File: src/rtl/dsi_arb_pkg.sv
// Shared encodings for the DSI packet-path arbiter: FSM states, source IDs and
// the width of the command-burst counter.
package dsi_arb_pkg;

  typedef enum logic [1:0] {
    ST_IDLE = 2'd0,
    ST_VID  = 2'd1,
    ST_CMD  = 2'd2
  } arb_state_e;

  localparam logic SRC_VID = 1'b0;
  localparam logic SRC_CMD = 1'b1;
  localparam int   CNT_W   = 4;

  // Burst counter increment that holds at the configured ceiling
  function automatic logic [CNT_W-1:0] sat_inc(input logic [CNT_W-1:0] v,
                                               input logic [CNT_W-1:0] max_v);
    logic [CNT_W-1:0] r;
    if (v < max_v) begin
      r = v + {{(CNT_W-1){1'b0}}, 1'b1};
    end else begin
      r = max_v;
    end
    return r;
  endfunction

endpackage

File: src/rtl/dsi_stream_arbiter.sv
// Packet-granular arbiter sharing the 32-bit DSI packet path between the packed
// video stream and the command stream; commands slot in only between video packets.
module dsi_stream_arbiter
  import dsi_arb_pkg::*;
#(
  parameter int DATA_W        = 32,
  parameter int CMD_BURST_MAX = 4
) (
  input  logic              clk,
  input  logic              rst_n,
  input  logic [DATA_W-1:0] vid_data,
  input  logic              vid_valid,
  input  logic              vid_sop,
  input  logic              vid_eop,
  output logic              vid_ready,
  input  logic [DATA_W-1:0] cmd_data,
  input  logic              cmd_valid,
  input  logic              cmd_sop,
  input  logic              cmd_eop,
  output logic              cmd_ready,
  output logic [DATA_W-1:0] out_data,
  output logic              out_valid,
  output logic              out_sop,
  output logic              out_eop,
  output logic              out_src,
  input  logic              out_ready,
  input  logic              cfg_video_en,
  output logic [1:0]        stat_state,
  output logic              err_orphan
);

  localparam logic [CNT_W-1:0] BURST_MAX = CNT_W'(CMD_BURST_MAX);

  arb_state_e       state_q, state_d;
  logic [CNT_W-1:0] cmd_cnt_q, cmd_cnt_d;
  logic             vreq_s, creq_s;

  // Arbitration, zero-latency forwarding mux and orphan draining
  always_comb begin
    state_d    = state_q;
    cmd_cnt_d  = cmd_cnt_q;
    out_data   = '0;
    out_valid  = 1'b0;
    out_sop    = 1'b0;
    out_eop    = 1'b0;
    out_src    = SRC_VID;
    vid_ready  = 1'b0;
    cmd_ready  = 1'b0;
    err_orphan = 1'b0;
    vreq_s     = vid_valid & vid_sop & cfg_video_en;
    creq_s     = cmd_valid & cmd_sop;
    case (state_q)
      ST_IDLE: begin
        // Draining is gated by rst_n so every output reads 0 while reset is held
        if (rst_n) begin
          if (vid_valid && !vid_sop && cfg_video_en) begin
            vid_ready  = 1'b1;
            err_orphan = 1'b1;
          end else begin
            vid_ready  = 1'b0;
          end
          if (cmd_valid && !cmd_sop) begin
            cmd_ready  = 1'b1;
            err_orphan = 1'b1;
          end else begin
            cmd_ready  = 1'b0;
          end
        end else begin
          err_orphan = 1'b0;
        end
        if (creq_s && (cmd_cnt_q < BURST_MAX)) begin
          state_d = ST_CMD;
        end else if (vreq_s) begin
          state_d = ST_VID;
        end else if (creq_s) begin
          state_d = ST_CMD;
        end else begin
          state_d = ST_IDLE;
        end
      end
      ST_VID: begin
        out_valid = vid_valid;
        out_data  = vid_valid ? vid_data : '0;
        out_sop   = vid_valid & vid_sop;
        out_eop   = vid_valid & vid_eop;
        out_src   = SRC_VID;
        vid_ready = out_ready;
        if (vid_valid && out_ready && vid_eop) begin
          state_d   = ST_IDLE;
          cmd_cnt_d = '0;
        end else begin
          state_d   = ST_VID;
        end
      end
      ST_CMD: begin
        out_valid = cmd_valid;
        out_data  = cmd_valid ? cmd_data : '0;
        out_sop   = cmd_valid & cmd_sop;
        out_eop   = cmd_valid & cmd_eop;
        out_src   = cmd_valid ? SRC_CMD : SRC_VID;
        cmd_ready = out_ready;
        if (cmd_valid && out_ready && cmd_eop) begin
          state_d   = ST_IDLE;
          cmd_cnt_d = sat_inc(cmd_cnt_q, BURST_MAX);
        end else begin
          state_d   = ST_CMD;
        end
      end
      default: begin
        state_d = ST_IDLE;
      end
    endcase
  end

  // State and command-burst counter registers
  always_ff @(posedge clk or negedge rst_n) begin
    if (!rst_n) begin
      state_q   <= ST_IDLE;
      cmd_cnt_q <= '0;
    end else begin
      state_q   <= state_d;
      cmd_cnt_q <= cmd_cnt_d;
    end
  end

  assign stat_state = state_q;

endmodule

File: config.mk
export PLATFORM = sky130hd
export DESIGN_NAME = dsi_stream_arbiter
export DESIGN_NICKNAME = d
export VERILOG_FILES = /design/src/rtl/dsi_arb_pkg.sv /design/src/rtl/dsi_stream_arbiter.sv
export SDC_FILE = /design/constraint.sdc
export NUM_CORES = 1
export LEC_CHECK = 0
export CELL_PAD_IN_SITES_DETAIL_PLACEMENT = 0
export CELL_PAD_IN_SITES_GLOBAL_PLACEMENT = 1
export CORE_UTILIZATION = 22
export CTS_BUF_LIST = sky130_fd_sc_hd__clkbuf_8
export CTS_CLUSTER_DIAMETER = 40
export DETAILED_ROUTE_END_ITERATION = 10
export PLACE_DENSITY_LB_ADDON = 0.25
export SLEW_MARGIN = 20
export SYNTH_ARGS = -nofsm -noshare
export SYNTH_HDL_FRONTEND = slang
export SYNTH_SLANG_ARGS = --single-unit
export TNS_END_PERCENT = 20
File: constraint.sdc
create_clock -name clk -period 2.3 [get_ports clk]
set_input_delay 0.575 -clock clk [delete_from_list [all_inputs] [get_ports clk]]
set_output_delay 0.575 -clock clk [all_outputs]
set_load 0.02 [all_outputs]
==> out/qor.yml <==
crit_path_end: "out_data[29]"
whs_ps: 492
worstRegToRegCells: 6
cp-end-kind: "output pin"
cts_tree: "done"
yosysTopAreaCellShare_pct: 28.3
ys_seq_area_share_pct: 11.7
grt_use_met3_pct: 2.91
maxCapViolations: 0
drtIter0Drc: 22
gr-usage-met2_pct: 26.1
hold_viol_final: 0
final.min_clock_period_ps: 2260
port_buffers: 114
ir_drop_v: 0.000522
grt_pass1_vias: 1443
n_fill_cell: 563
clock_latency_ps: 220
wl_per_cell_um: 14.1
first_pass_iters: 4
drive_above_1_share_pct: 51.7
htreeDepth: 1
cp.arrival_ps: 1690
totalWireLength_um: 4740
clock.fmax_mhz: 442
r2r_slack_ps: 630
r2r-start: "stat_state[0]$_DFF_PN0_"
hp-class: "flip-flop to flip-flop"
clockRootBuffer: "clkbuf_8"
dr_total_vias: 1496
synthToLayoutAreaGrowth_pct: 116
die_y_um: 78.3
syn-num-nets: 206
p_total_mw: 1.98
ys_ff_latch: 6
rsz0062_at_grt: "yes"
nets: 346
slew_viol_final: 0
grt_overflow: 0
setup.worst_path.class: "flip-flop to output pin"
startpoint_type: "flip-flop"
setup_ws_ps: 36.9
busiest_layer: "met2"
grt_max_degree: 33
netlist_area_sq_mm: 0.00128
critical_path.startpoint: "stat_state[1]$_DFF_PN0_"
antenna_cells: 0
rows: 27
hpwl_um: 3440
core_sq_mm: 0.00554
clockBufferDepth: 2
holdPathStages: 1
finClkSkew_ps: 2.02
fin_setup_tns_ps: 0
antenna_found_initial: 0
ctsHoldBuffers: 0
die_width_um: 78.3
slew_headroom_pct: 78.5
netlist_instances: 127
leakagePower_nw: 1.09
clock_sink_count: 6
r2r-end: "cmd_cnt_q[1]$_DFFE_PN0P_"
drtAntennaViolNets: 0
finalCritPeriodShare_pct: 98.4
syn_avg_cell_area_sq_um: 10.1
synth_top_area_cell: "a22oi_2"
avgViaCountPerCell: 4.44
yosysWarnings: 0
worst-slew-pin-transition_ps: 318
cts_made_buffers: 3
pin_count: 115
grt_util_met1_pct: 18.1
setup_viol: 0
grt_first_pass_wirelength_um: 7120
start_util_pct: 23.1
powerDensity_mw_per_mm2: 715
place_congestion: 0.789
drc: 0
dieArea_sq_mm: 0.00613
critPathMaxFanout: 9
crit_required_ps: 1730
ys_types: 34
pre_cts_slack_ps: -576
track_usage_pct: 14.4
status: "finished, final reports clean"
synth.area.top_cells: "a22oi_2, nor2b_2, dfrtp_1"
cts.clk_slew.worst_paths_ps: 30
-- layer usage --
layer	routed length, um	vias to the layer above
met5	0	-
met4	18	0
met3	359	2
met2	2340	61
met1	2020	679
li1	-	754
-- worst max-delay path, stage by stage, from the launching register on --
cell and delay [ps]:
dfrtp_1 370, inv_2 60, ha_2 180, and2_4 190, buf_12 130, buf_16 140, a22oi_1 180, nor2b_1 60
buf_4 150
-- report_power, final --
group	internal [mW]	switching [mW]
combinational	0.958	0.705
sequential	0.138	0.0240
clock	0.112	0.0402
total	1.21	0.769
-- placed cells by master (no fill, tap or decap), types with 2 or more instances in the layout --
cell,synthesis,final
clkdlybuf4s50_1,0,73
buf_4,0,34
a22oi_2,29,30
nor2b_2,28,28
buf_2,1,17
buf_12,4,10
nand2_1,6,6
nor2b_1,6,6
dfrtp_1,6,6
a22oi_1,5,4
buf_16,0,4
a21oi_1,3,3
ha_1,5,3
clkbuf_8,0,3
dlygate4sd2_1,0,3
buf_6,2,3
nand3_1,2,2
inv_1,3,2
and2_4,1,2
o21ai_0,2,2
nand4_1,2,2
mux2_1,2,2
-- state kept, by name (all words and copies together) (netlist names) --
register / count
cmd_cnt_q: 4
stat_state: 2
-- area by class of cell --
cell class	instances	area, sq um	area share (%)
timing repair buffer	147	1480	53.6
multi-input combinational	106	992	35.9
sequential	6	150	5.43
tap	72	90.1	3.26
clock buffer	3	41.3	1.49
inverter	3	11.3	0.407
-- kinds of logic after synthesis --
family | count (synthesis) | share of synthesized area, %
AOI/OAI and AO/OA | 45 | 37.8
adders and majority gates | 5 | 4.89
buffers and inverters | 15 | 12.5
DFF | 6 | 11.7
muxes | 2 | 1.76
and+or+nand+nor | 54 | 31.3
-- per-stage QoR --
stage	util, %	instances	cell area [sq um]
global route	49.9	337	2770
floorplan	-	127	1280
detailed placement	46.9	324	2600
finish	49.9	337	2770
global placement	46.9	324	2600
CTS	49.3	336	2730
-- worst min path at each step --
stage | from | endpoint | slack, ps
6_report | cmd_cnt_q[1]$_DFFE_PN0P_ | cmd_cnt_q[1]$_DFFE_PN0P_ | 490
3_5_place_dp | cmd_cnt_q[1]$_DFFE_PN0P_ | cmd_cnt_q[1]$_DFFE_PN0P_ | 490
4_1_cts | cmd_cnt_q[1]$_DFFE_PN0P_ | cmd_cnt_q[1]$_DFFE_PN0P_ | 490
5_1_grt | cmd_cnt_q[1]$_DFFE_PN0P_ | cmd_cnt_q[1]$_DFFE_PN0P_ | 540
3_3_place_gp | cmd_cnt_q[1]$_DFFE_PN0P_ | cmd_cnt_q[1]$_DFFE_PN0P_ | 480
2_1_floorplan | rst_n | cmd_cnt_q[0]$_DFFE_PN0P_ | 280
-- cells in the mapped netlist, drive strengths merged --
cell type,instances
a32oi,1
nor2,1
and3,1
nand2,6
ha,5
o21ai,2
or2b,1
nor4b,1
o311ai,1
nand3,2
nand3b,1
buf,9
o32a,1
and2b,1
and2,2
a22oi,34
clkbuf,3
mux2,2
a21oi,3
nand2b,1
a211oi,1
o2111ai,1
o21a,1
dfrtp,6
nor2b,34
nor4bb,1
nand4,2
inv,3
-- timing repair --
| action | CTS | global route |
|---|---|---|
| setup endpoints to repair | 39 | 24 |
| gates cloned | 4 | 1 |
| hold endpoints to repair | 0 | 0 |
| pin swaps | 2 | 15 |
| resized for setup | 168 | 17 |
| buffers inserted | 5 | 0 |
No activity file was read; power rests on OpenSTA's default activity.
